==> config.mk <==
export PLATFORM = sky130hd
export DESIGN_NAME = neuralnet_seq_ctrl
export DESIGN_NICKNAME = d
export VERILOG_FILES = /design/src/rtl/neuralnet_seq_ctrl.sv
export SDC_FILE = /design/constraint.sdc
export NUM_CORES = 1
export LEC_CHECK = 0
export ABC_AREA = 1
export CORE_UTILIZATION = 48
export CTS_CLUSTER_SIZE = 28
export DETAILED_ROUTE_END_ITERATION = 10
export PLACE_DENSITY_LB_ADDON = 0.3
export SLEW_MARGIN = 20
export SYNTH_ARGS = -nofsm -noshare
export SYNTH_HDL_FRONTEND = slang
export SYNTH_SLANG_ARGS = --single-unit
==> constraint.sdc <==
create_clock -name clk -period 18 [get_ports clk]
set_input_delay 3.6 -clock clk [delete_from_list [all_inputs] [get_ports clk]]
set_output_delay 3.6 -clock clk [all_outputs]
set_load 0.01 [all_outputs]
==> src/rtl/neuralnet_seq_ctrl.sv <==
// neuralnet_seq_ctrl: command-driven load/classify sequencer for the neural-net datapath
//   optional stall timeout: NN_SEQ_TIMEOUT_EN
//   cmd_valid/cmd_ready/cmd_op     host command (0 learn, 1 classify)
//   wdata_valid/wdata_ready/wdata  weight beats, [31:0] to *DATA1, [63:32] to *DATA2
//   pix_valid/pix_ready/pix        4-pixel frame
//   pixels, learn, classify        datapath frame and strobes
//   KIDATA*/W1IDATA*/W2IDATA*      datapath weight buses
//   nn_result                      datapath result
//   res_valid/res_ready/res_data   result channel
//   busy, err                      status, timeout pulse
module neuralnet_seq_ctrl #(
    parameter int KI_BEATS     = 4,
    parameter int W1_BEATS     = 8,
    parameter int W2_BEATS     = 8,
    parameter int CLASSIFY_LAT = 6,
    parameter int TIMEOUT      = 255
) (
    input  logic        clk,
    input  logic        rst,
    input  logic        cmd_valid,
    output logic        cmd_ready,
    input  logic        cmd_op,
    input  logic        wdata_valid,
    output logic        wdata_ready,
    input  logic [63:0] wdata,
    input  logic        pix_valid,
    output logic        pix_ready,
    input  logic [31:0] pix,
    output logic [31:0] pixels,
    output logic        learn,
    output logic        classify,
    output logic [31:0] KIDATA1,
    output logic [31:0] KIDATA2,
    output logic [31:0] W1IDATA1,
    output logic [31:0] W1IDATA2,
    output logic [31:0] W2IDATA1,
    output logic [31:0] W2IDATA2,
    input  logic [7:0]  nn_result,
    output logic        res_valid,
    input  logic        res_ready,
    output logic [7:0]  res_data,
    output logic        busy,
    output logic        err
);
    typedef enum logic [2:0] {IDLE, LOAD_KI, LOAD_W1, LOAD_W2, PIX, WAIT, RESULT} state_t;
    localparam logic [7:0] KI_LAST = 8'(KI_BEATS - 1);
    localparam logic [7:0] W1_LAST = 8'(W1_BEATS - 1);
    localparam logic [7:0] W2_LAST = 8'(W2_BEATS - 1);
    localparam logic [7:0] LAT     = 8'(CLASSIFY_LAT);
    state_t state, state_n;
    logic [7:0] beat, lat;
    logic wacc, pacc, last, tmo;
    assign cmd_ready   = state == IDLE;
    assign wdata_ready = state == LOAD_KI || state == LOAD_W1 || state == LOAD_W2;
    assign pix_ready   = state == PIX;
    assign wacc        = wdata_valid & wdata_ready;
    assign pacc        = pix_valid & pix_ready;
    assign last        = beat == (state == LOAD_KI ? KI_LAST : state == LOAD_W1 ? W1_LAST : W2_LAST);
`ifdef NN_SEQ_TIMEOUT_EN
    logic [15:0] stall;
    // timeout fires on the TIMEOUT-th consecutive cycle without progress
    assign tmo = (wdata_ready | pix_ready) & ~wacc & ~pacc & (stall == 16'(TIMEOUT - 1));
    always_ff @(posedge clk or posedge rst) begin
        if (rst) begin
            stall <= '0;
            err   <= 1'b0;
        end else begin
            stall <= (wacc | pacc | ~(wdata_ready | pix_ready)) ? '0 : stall + 16'd1;
            err   <= tmo;
        end
    end
`else
    localparam int UNUSED_TIMEOUT = TIMEOUT;
    assign tmo = 1'b0;
    assign err = 1'b0;
`endif
    always_ff @(posedge clk or posedge rst) begin
        if (rst) state <= IDLE;
        else     state <= state_n;
    end
    always_comb begin
        state_n = state;
        case (state)
            IDLE:    if (cmd_valid) state_n = cmd_op ? PIX : LOAD_KI;
            LOAD_KI: if (wacc && last) state_n = LOAD_W1;
            LOAD_W1: if (wacc && last) state_n = LOAD_W2;
            LOAD_W2: if (wacc && last) state_n = IDLE;
            PIX:     if (pacc) state_n = WAIT;
            WAIT:    if (lat == 8'd0) state_n = RESULT;
            RESULT:  if (res_ready) state_n = IDLE;
            default: state_n = IDLE;
        endcase
        if (tmo) state_n = IDLE;
    end
    always_ff @(posedge clk or posedge rst) begin
        if (rst) begin
            beat      <= '0;
            lat       <= '0;
            learn     <= 1'b0;
            classify  <= 1'b0;
            busy      <= 1'b0;
            pixels    <= '0;
            KIDATA1   <= '0;
            KIDATA2   <= '0;
            W1IDATA1  <= '0;
            W1IDATA2  <= '0;
            W2IDATA1  <= '0;
            W2IDATA2  <= '0;
            res_valid <= 1'b0;
            res_data  <= '0;
        end else begin
            learn    <= wacc;
            classify <= pacc;
            busy     <= state_n != IDLE;
            beat     <= (state_n != state) ? 8'd0 : beat + {7'd0, wacc};
            if (wacc && state == LOAD_KI) {KIDATA2, KIDATA1} <= wdata;
            if (wacc && state == LOAD_W1) {W1IDATA2, W1IDATA1} <= wdata;
            if (wacc && state == LOAD_W2) {W2IDATA2, W2IDATA1} <= wdata;
            if (pacc) begin
                pixels <= pix;
                lat    <= LAT;
            end else if (state == WAIT && lat != 8'd0) begin
                lat <= lat - 8'd1;
            end
            if (state == WAIT && lat == 8'd0) begin
                res_data  <= nn_result;
                res_valid <= 1'b1;
            end else if (res_valid && res_ready) begin
                res_valid <= 1'b0;
            end
        end
    end
endmodule

After elaboration in Yosys (flattened, before gate mapping)

Index checks and enable logic that the tools add are counted.

Register bits after elaboration: 255
Bits in latches: 0
Memory bits (writable): 0
Bits in read-only memories: 0
Output and inout port bits: 240
Word-level logic and storage cells: 57
Memories kept: 0

Add/subtract/negate cells: 2
Multiply operators: 0
Div/mod/pow operators: 0
Order comparisons: 0
Equality and inequality tests: 8
Shifts and indexed selects: 0
Muxes and demuxes: 15
Bitwise logic cells: 2
Reductions and logical operators: 15

Operators by type and width:

| cell                                                               | count |
|---|---|
| 3-bit two-way mux                                                  | 9 |
| 8-bit two-way mux                                                  | 3 |
| 3-bit case mux with 7 select lines                                 | 1 |
| 3-bit == test, second input constant                               | 3 |
| 8-bit by 1-bit adder with 8-bit output                             | 1 |
| 8-bit by 3-bit == test with 1-bit output                           | 1 |
| 8-bit zero test                                                    | 1 |
| 8-bit nonzero test                                                 | 1 |
| 8-bit by 1-bit subtractor with 8-bit output, second input constant | 1 |
| 1-bit logical AND                                                  | 7 |
| 3-bit by 2-bit == test with 1-bit output, second input constant    | 2 |
| 2-bit nonzero test                                                 | 2 |
| 3-bit by 1-bit == test with 1-bit output, second input constant    | 1 |
| 3-bit zero test                                                    | 1 |
| 3-bit inequality test                                              | 1 |
| 3-bit nonzero test                                                 | 1 |
| 1-bit AND                                                          | 2 |
| 1-bit logical OR                                                   | 2 |
| 1-bit two-way mux                                                  | 2 |

Depth between registers and ports, before layout

Gate-level depths: netlist of run 1.

Depth after elaboration: 9
Depth in mapped cells: 11
Depth with buffers taken out: 11

Least setup slack after synthesis of run 1

OpenSTA, ideal clock, no wires.

Path type: input to register
Start point: input port wdata_valid
End point: register beat[6]
Library setup time: 120 ps
Data arrival time: 4,679 ps
Slack: 13,201 ps
Stages: 8
Path through: inv_1 > nor3_4 > ha_1 > ha_1 > nand3_1 > nor3_1 > xor2_1 > nor2_1

Cells in the longest elaborated chain, start to end: 6
Elaborated cells on any way between the ends: 9
Those cells by class: 1 x add/sub; 1 x eq/ne; 5 x mux; 1 x bitwise; 1 x reduce/logical

Ends and longest elaborated chain:

| what                                        | RTL line   | source |
|---|---|---|
| from (decl)                                 | 23         | `input logic wdata_valid,` |
| 1-bit AND (*)                               | 56         | `assign wacc = wdata_valid & wdata_ready;` |
| named net wacc                              | 52         | `logic wacc, pacc, last, tmo;` |
| 1-bit logical AND                           | 85, 86, 87 |  |
| 3-bit two-way mux, on equally long branches | 87, 85, 86 |  |
| 3-bit case mux with 7 select lines          | 83         | `case (state)` |
| 3-bit inequality test                       | 115        | `beat <= (state_n != state) ? 8'd0 : beat + {7'd0, wacc};` |
| 8-bit two-way mux (*)                       | 115        |  |
| to (signal assigned)                        | 115        |  |
| to (decl)                                   | 51         | `logic [7:0] beat, lat;` |

Mark *: on every way through the listed nets, which the timed path passes. The rest lies on a longest branch.
A chain may end at the register's enable or synchronous reset.

Final worst setup path of run 1

Start point: register state[1]
End point: output port cmd_ready

Cells in the longest elaborated chain, start to end: 1

Ends and longest elaborated chain:

| what                   | RTL line | source |
|---|---|---|
| from (decl)            | 50       | `state_t state, state_n;` |
| from (signal assigned) | 79       | `else state <= state_n;` |
| 3-bit zero test        | 53       | `assign cmd_ready = state == IDLE;` |
| to (decl)              | 21       | `output logic cmd_ready,` |

No other way between the ends.

==> flow_metrics.env, run 1 <==
export IMPL_place_gp_congestion=0.8106
export IMPL_async_flop_share=1.000
export IMPL_slew_violations=0
export IMPL_yosys_area_share_simple=0.1591
export IMPL_die_area_um2=20820
export IMPL_critPathMaxFanout=7
export IMPL_drt_pre_antenna_iters=5
export IMPL_hold_path_class="reg -> reg"
export IMPL_synthToLayoutAreaGrowth_pct=47.08
export IMPL_ys_flop_type="dfrtp_1"
export IMPL_cp_num_buf_inv=2
export IMPL_io_pins=351
export IMPL_die_h_um=144.3
export IMPL_multi_input_area_um2=2813
export IMPL_drv_cap=0
export IMPL_required_ns=14.40
export IMPL_regArea_um2=6381
export IMPL_cts_repair_resized=0
export IMPL_yosysSeqAreaShare=0.6565
export IMPL_h_tree_depth=1
export IMPL_dpl_hpwl_mm=17.75
export IMPL_synth_seq_cells=255
export IMPL_drive_gt1_frac=0.06052
export IMPL_setup_viol=0
export IMPL_critPathMaxStageDelay_ns=0.55
export IMPL_clock_skew_ns=0.004860
export IMPL_num_nets_final=1451
export IMPL_drtIter0Drc=513
export IMPL_yosysWarnings=0
export IMPL_hold_buffers=0
export IMPL_ys_top_cells_by_area="dfrtp_1, nand2_1, o21ai_0, inv_1, clkbuf_1"
export IMPL_syn_cell_area_um2=9721
export IMPL_first_global_vias=8055
export IMPL_p_leak_nw=6.741
export IMPL_portBuffers=349
export IMPL_clock_sinks=255
export IMPL_vias=7975
export IMPL_slew_limit_headroom=0.3285
export IMPL_critical_path_cell_chain="nor2_2, nand2_1, inv_1, clkdlybuf4s50_1"
export IMPL_wl_per_cell_um=16.12
export IMPL_clk_pin_slew_ns=0.06
export IMPL_n_antenna_cell=0
export IMPL_syn_nets=1118
export IMPL_numCtsBuffers=27
export IMPL_powerDensity_nw_per_um2=165.5
export IMPL_ant_nets=0
export IMPL_grt_first_pass_wirelength_mm=41.12
export IMPL_synth_top_family_by_area="simple AND/OR/NAND/NOR gates"
export IMPL_synthTopCellsByCount="nand2_1, dfrtp_1, o21ai_0, inv_1, clkbuf_1"
export IMPL_synth_xor_xnor_area_share=0.005406
export IMPL_synth_cell_types=32
export IMPL_fin_cells=1620
export IMPL_fin_util=0.7275
export IMPL_die_w_um=144.3
export IMPL_power_mw=2.367
export IMPL_avgSynthCellArea_um2=9.682
export IMPL_finalCritPeriodShare=0.3171
export IMPL_yosys_cell_count_top_type="nand2_1"
export IMPL_tightest_slew_ns=1.006
export IMPL_finalWirelength_mm=26.12
export IMPL_grt_max_degree=118
export IMPL_groute_usage_overall=0.2533
export IMPL_crit_arrival_ns=2.11
export IMPL_ir_worst_vdd_mv=0.1036
export IMPL_rsz0062_at_grt="no"
export IMPL_core_area_um2=19650
export IMPL_yosys_area_top_type="dfrtp_1"
export IMPL_whs_ns=0.4759
export IMPL_synth_top_area_share=0.6565
export IMPL_post_cts_buffers=0
export IMPL_cts_buffer_depth=3
export IMPL_critPathLaunchType="flop"
export IMPL_vias_per_cell=4.923
export IMPL_insertion_delay_ns=0.52
export IMPL_antenna_found_initial=0
export IMPL_start_util=0.4946
export IMPL_root_buffer="clkbuf_16"
export IMPL_end_kind="output pin"
export IMPL_crit_type="reg -> out"
export IMPL_hold_viol=0
export IMPL_drc=0
export IMPL_status="completed"
export IMPL_synth_edf_count=0
export IMPL_synthAdderAreaFrac=0.003862
export IMPL_worst_path_max_delay_cell="clkdlybuf4s50_1"
export IMPL_synth_area_mux_share=0.009268
export IMPL_row_count=51
export IMPL_fin_crit_ns=5.708
export IMPL_fillers=1459
export IMPL_synth_compound_area_share=0.1080
export IMPL_dp_cells=1573
export IMPL_clock_fmax_mhz=175.2
export IMPL_tns_ns=0
export IMPL_grt_ovfl_total=0
export IMPL_syn_inst=1004
export IMPL_cts_tree="done"
export IMPL_cpLargestDelayFamily="buffers and inverters"
[worst paths after layout]
| check | cells after the start | slack (ns) | to | startpoint |
|---|---|---|---|---|
| max | 4 | 12.29 | cmd_ready | state[1] |
| max reg2reg | 8 | 15.58 | pixels[24] | state[1] |
| min | 2 | 0.48 | pixels[18] | pixels[18] |
| min in group asynchronous | 2 | 3.65 | pixels[16] | rst |
| min reg2reg | 2 | 0.48 | pixels[18] | pixels[18] |
| max in group asynchronous | 3 | 12.91 | W1IDATA1[14] | rst |
[kinds of logic (layout without fill, tap and decap cells)]
kind of cell               Yosys count  after routing
and+or+nand+nor                    381            381
DFF                                255            255
AOI/OAI and AO/OA                  207            207
buffers and inverters              143            494
muxes                                8              8
xor gates and xnor gates             6              6
adders and majority gates            3              3
other                                1              1
[registers in the layout, indices dropped and copies added, names as in the netlist]
| register | flops |
|---|---|
| res_data | 8 |
| busy | 1 |
| pixels | 32 |
| state | 3 |
| KIDATA2 | 32 |
| W2IDATA2 | 32 |
| classify | 1 |
| KIDATA1 | 32 |
| W2IDATA1 | 32 |
| learn | 1 |
| W1IDATA1 | 32 |
| W1IDATA2 | 32 |
| beat | 8 |
| lat | 8 |
| res_valid | 1 |
[worst min-delay path, cell delays in order (launching register included)]
cell     delay (ns)
dfrtp_1        0.34
nand2_1        0.05
nand2_1        0.06
[report_power, final]
group / leakage, nW / switching, mW / total (mW) / internal [mW]
Combinational: 3.00 / 0.427 / 0.906 / 0.479
Clock: 0.441 / 0.215 / 0.545 / 0.331
Sequential: 3.30 / 0.127 / 0.915 / 0.788
[metrics by stage]
step | cell area (µm²) | worst slack (ns)
CTS | 14300 | 12.26
global route | 14300 | 12.19
global placement | 13420 | 12.31
floorplan | 9721 | 7.387
detailed placement | 13420 | 12.22
finish | 14300 | 12.29
[cell usage in the layout, fill, tap and decap left out, types with 2 or more instances in the layout]
cell type        count
nor2_2               7
o21ai_0            194
a21oi_1              3
inv_2                4
inv_1               87
ha_1                 3
nor2_1              24
nand3_1             16
clkbuf_1             5
nor3_1               4
nand2_1            316
bufinv_16            2
clkdlybuf4s50_1    349
nand2_2              3
nand3_4              3
nand3_2              2
mux2_2               8
clkbuf_16           27
dfrtp_1            255
xnor2_1              2
clkinv_2             6
clkbuf_8             7
nor3_4               2
xor2_1               4
o21ai_1              6
buf_4                6
[layer usage]
| metal | share of wire | GRT usage | vias to the layer above |
|---|---|---|---|
| li1 | - | - | 3830 |
| met1 | 0.39 | 0.3045 | 3830 |
| met2 | 0.49 | 0.4291 | 255 |
| met3 | 0.080 | 0.07417 | 60 |
| met4 | 0.041 | 0.09584 | 0 |
| met5 | 0 | 0 | - |
[cell type report]
cell class	instances	share of cell area
Multi-Input combinational cell	606	0.1967
Sequential cell	255	0.4463
Clock inverter	8	0.006301
Timing Repair Buffer	355	0.2475
Inverter	92	0.02468
Clock buffer	39	0.05531
Tap cell	265	0.02319
(Power assumes the default switching activity.)
==> run 2, diff against run 1 <==
CORE_UTILIZATION = 45   (was 48)
clock period = 5.7 ns   (was 18 ns; I/O delays follow)
==> run 2 against run 1 <==
Routed wire length down 1.1%; first-iteration DRC count down 4.7%; register-to-register slack worse by 13 ns.
==> flow_metrics.env, run 2 (same netlist as run 1, synthesis figures left out) <==
export IMPL_drive_gt1_frac=0.06338
export IMPL_rsz0062_at_grt="no"
export IMPL_root_buffer="clkbuf_16"
export IMPL_hold_path_class="reg -> reg"
export IMPL_hp_start="pixels[29]"
export IMPL_hold_buffers=0
export IMPL_rr_endpoint="pixels[20]"
export IMPL_cts_buffer_depth=3
export IMPL_use_met2=0.3781
export IMPL_drt_pre_antenna_iters=4
export IMPL_finalWirelength_mm=25.83
export IMPL_start_util=0.4610
export IMPL_required_ns=4.56
export IMPL_power_mw=7.539
export IMPL_ir_worst_vdd_mv=0.3128
export IMPL_clk_pin_slew_ns=0.06
export IMPL_groute_usage_overall=0.2357
export IMPL_drtIter0Drc=489
export IMPL_clock_skew_ns=0.01185
export IMPL_die_w_um=149.0
export IMPL_die_h_um=149.0
export IMPL_regArea_um2=6381
export IMPL_grt_max_degree=154
export IMPL_fin_util=0.6810
export IMPL_slew_limit_headroom=0.3737
export IMPL_numCtsBuffers=27
export IMPL_clock_fmax_mhz=311.9
export IMPL_synthToLayoutAreaGrowth_pct=47.74
export IMPL_die_area_um2=22190
export IMPL_crit_type="reg -> out"
export IMPL_tns_ns=0
export IMPL_layout_common_cells="clkdlybuf4s50_1, nand2_1, dfrtp_1"
export IMPL_io_pins=351
export IMPL_fin_crit_ns=3.206
export IMPL_place_gp_congestion=0.8246
export IMPL_critPathMaxFanout=7
export IMPL_vias_per_cell=4.801
export IMPL_dpl_hpwl_mm=17.78
export IMPL_antenna_found_initial=0
export IMPL_final_setup_worst_slack_ns=2.494
export IMPL_p_leak_nw=6.746
export IMPL_row_count=53
export IMPL_drc=0
export IMPL_crit_arrival_ns=2.07
export IMPL_num_nets_final=1451
export IMPL_cts_tree="done"
export IMPL_status="completed"
export IMPL_grtUsageMet1=0.2983
export IMPL_rrSetupSlack_ns=3.01
export IMPL_ant_nets=0
export IMPL_hold_depth=2
export IMPL_post_cts_buffers=0
export IMPL_h_tree_depth=1
export IMPL_hold_viol=0
export IMPL_final_common_cell="clkdlybuf4s50_1"
export IMPL_finalCritPeriodShare=0.5625
export IMPL_portBuffers=349
export IMPL_end_kind="output pin"
export IMPL_core_area_um2=21090
export IMPL_slew_violations=0
export IMPL_dp_slack_ns=2.194
export IMPL_busiest_layer="met2"
export IMPL_reg2reg_depth=7
export IMPL_use_met3=0.06636
export IMPL_cts_repair_resized=0
export IMPL_powerDensity_nw_per_um2=524.9
export IMPL_critPathLaunchType="flop"
export IMPL_n_antenna_cell=0
export IMPL_setup_viol=0
export IMPL_vias=7835
export IMPL_grt_ovfl_total=0
export IMPL_fillers=1656
export IMPL_drv_cap=0
export IMPL_r2r_start="state[1]"
export IMPL_clock_sinks=255
export IMPL_tightest_slew_ns=0.9395
export IMPL_wl_per_cell_um=15.83
export IMPL_insertion_delay_ns=0.52
export IMPL_min_to="pixels[29]"
export IMPL_grt_first_pass_wirelength_mm=41.57
export IMPL_first_global_vias=8018
export IMPL_multi_input_area_um2=2813
## run 2: area by class of cell
cell class                 count  area share
sequential                   255      0.4443
inverter                      92     0.02431
clock inverter                13     0.01072
clock buffer                  36     0.05358
tap                          275     0.02396
multi-input combinational    606      0.1959
timing repair buffer         355      0.2473
## run 2: how the worst max path moves through the flow
stage / from / endpoint / slack [ns] / depth (start not counted)
3_5_place_dp: wdata_valid / KIDATA1[29] / 2.19 / 5
5_1_grt: state[1] / cmd_ready / 2.40 / 4
4_1_cts: state[1] / cmd_ready / 2.49 / 4
6_report: state[1] / cmd_ready / 2.49 / 4
3_3_place_gp: wdata_valid / KIDATA2[3] / 2.25 / 5
2_1_floorplan: rst / KIDATA1[0] / 1.20 / 1
## run 2: power by group
group	total, mW	switching, mW	leakage (nW)	internal, mW
Combinational	2.86	1.35	3.00	1.51
Clock	1.79	0.708	0.446	1.08
Sequential	2.89	0.398	3.30	2.49
Total	7.54	2.45	6.75	5.09
## run 2: stage by stage
step	area, µm²	hold WS [ns]	cells
after global placement	13440	0.4629	1583
after detailed placement	13440	0.4638	1583
after floorplan	9724	0.4579	1004
after CTS	14360	0.4808	1632
final	14360	0.4755	1632
after global routing	14360	0.4975	1632
## run 2: critical path, stage by stage (launching register included)
cell	delay, ns
dfrtp_1	0.51
nor2_2	0.27
nand2_1	0.13
inv_1	0.09
clkdlybuf4s50_1	0.55
## run 2: routing by layer
layer	vias up	share of wire
li1	3831	-
met1	3674	0.41
met2	262	0.47
met3	68	0.078
met4	0	0.044
met5	-	0
==> run 3, diff against run 2 <==
CORE_UTILIZATION = 40   (was 45)
clock period = 2.9 ns   (was 5.7 ns; I/O delays follow)
==> run 3 against run 2 <==
Die area up 12%; cell count increased by 3.7%; power is 100% higher; register-to-register slack got worse by 2.3 ns; global-route usage decreased by 1.9 points; setup slack worse by 2.3 ns; utilization shrank 6.1 points; non-clock buffer count increased by 18; clock power up 110%; final area grew 2.2%; sequential share of layout area fell by 0.95 points; largest cell class unchanged; largest power group unchanged.
==> flow_metrics.env, run 3 (same netlist as run 1, synthesis figures left out) <==
export IMPL_status="completed"
export IMPL_numCtsBuffers=27
export IMPL_drive_gt1_frac=0.07502
export IMPL_final_common_cell="clkdlybuf4s50_1"
export IMPL_hold_path_class="in -> async"
export IMPL_end_kind="output pin"
export IMPL_ir_worst_vdd_mv=0.4910
export IMPL_final_cell_area_um2=14680
export IMPL_powerDensity_nw_per_um2=1026
export IMPL_path_depth=4
export IMPL_hold_viol=0
export IMPL_clock_fmax_mhz=371.8
export IMPL_portBuffers=349
export IMPL_slew_limit_headroom=0.6319
export IMPL_drv_cap=0
export IMPL_row_count=56
export IMPL_grt_ovfl_total=0
export IMPL_die_w_um=157.9
export IMPL_dp_cells=1645
export IMPL_cp_num_buf_inv=2
export IMPL_setup_viol=0
export IMPL_grt_max_degree=73
export IMPL_synthToLayoutAreaGrowth_pct=50.98
export IMPL_fin_cells=1692
export IMPL_place_gp_congestion=0.7987
export IMPL_io_pins=351
export IMPL_reg2reg_depth=6
export IMPL_cts_repair_resized=0
export IMPL_core_area_um2=23680
export IMPL_placed_cell_area_um2=13700
export IMPL_fin_crit_ns=2.690
export IMPL_cts_buffer_depth=3
export IMPL_critPathLaunchType="flop"
export IMPL_die_area_um2=24930
export IMPL_clock_skew_ns=0.01849
export IMPL_drtIter0Drc=350
export IMPL_required_ns=2.32
export IMPL_p_leak_nw=6.896
export IMPL_dp_slack_ns=0.4293
export IMPL_tightest_slew_ns=0.5521
export IMPL_crit_arrival_ns=2.11
export IMPL_fillers=2035
export IMPL_ant_nets=0
export IMPL_post_cts_buffers=0
export IMPL_pwr_share_comb=0.378
export IMPL_grt_first_pass_wirelength_mm=42.30
export IMPL_root_buffer="clkbuf_16"
export IMPL_slew_violations=0
export IMPL_switching_power_mw=4.796
export IMPL_swShare=0.3186
export IMPL_finalCritPeriodShare=0.9275
export IMPL_whs_ns=0.4426
export IMPL_dpl_hpwl_mm=19.37
export IMPL_clock_sinks=255
export IMPL_critPathMaxStageDelay_ns=0.55
export IMPL_drc=0
export IMPL_groute_usage_overall=0.2169
export IMPL_drt_pre_antenna_iters=7
export IMPL_vias_per_cell=4.712
export IMPL_layout_common_cells="clkdlybuf4s50_1, nand2_1, dfrtp_1"
export IMPL_antenna_found_initial=0
export IMPL_hold_buffers=0
export IMPL_critical_path_cell_chain="nor2_2, nand2_1, inv_1, clkdlybuf4s50_1"
export IMPL_cts_tree="done"
export IMPL_clk_pin_slew_ns=0.06
export IMPL_h_tree_depth=1
export IMPL_vias=7972
export IMPL_crit_type="reg -> out"
export IMPL_start_util=0.4105
export IMPL_cpLargestDelayFamily="buffers and inverters"
export IMPL_seqPwrFrac=0.377
export IMPL_worst_path_max_delay_cell="clkdlybuf4s50_1"
export IMPL_clockPowerShare=0.245
export IMPL_finalWirelength_mm=26.68
export IMPL_num_nets_final=1469
export IMPL_n_antenna_cell=0
export IMPL_p_int_mw=10.26
export IMPL_rsz0062_at_grt="no"
export IMPL_critPathMaxFanout=7
export IMPL_first_global_vias=7992
export IMPL_die_h_um=157.9
export IMPL_wl_per_cell_um=15.77
export IMPL_final_setup_worst_slack_ns=0.2103
export IMPL_insertion_delay_ns=0.53
[run 3: power groups by stage]
stage / Combinational, mW / Clock, mW / Sequential (mW)
after CTS: 5.78 / 3.77 / 5.68
final: 5.68 / 3.69 / 5.68
after detailed placement: 5.77 / 0 / 5.69
after floorplan: 1.76 / 0 / 6.22
after global routing: 6.24 / 3.90 / 5.84
after global placement: 5.64 / 0 / 5.67
[run 3: through the flow]
stage               utilization  TNS [ns]  power [mW]
detailed placement       0.5786         0       11.46
finish                   0.6197         0       15.05
global route             0.6197         0       15.98
floorplan                     -   -264.60       7.977
CTS                      0.6197         0       15.23
global placement         0.5786         0       11.30
[run 3: final cells by class]
cell class	count	area, µm²	share of cell area
sequential	255	6381	0.4348
multi-input combinational	606	2813	0.1916
inverter	92	349.1	0.02379
tap	319	399.1	0.02720
clock inverter	7	138.9	0.009463
timing repair buffer	373	3761	0.2563
clock buffer	40	834.6	0.05686
[run 3: worst paths after layout]
path | startpoint | end | slack [ns]
setup / recovery | state[1] | cmd_ready | 0.21
hold / removal | rst | KIDATA1[23] | 0.44
setup reg to reg | state[1] | W1IDATA2[4] | 0.72
hold reg to reg | pixels[8] | pixels[8] | 0.48
max in group asynchronous | rst | res_data[4] | 1.71
min in group clk | pixels[8] | pixels[8] | 0.48
[run 3: per-layer routing]
| layer | vias up | track usage | share of wire |
|---|---|---|---|
| met2 | 255 | 0.3707 | 0.49 |
| met1 | 3797 | 0.2607 | 0.40 |
| li1 | 3869 | - | - |
| met5 | - | 0 | 0 |
| met4 | 0 | 0.07490 | 0.030 |
| met3 | 51 | 0.06241 | 0.077 |
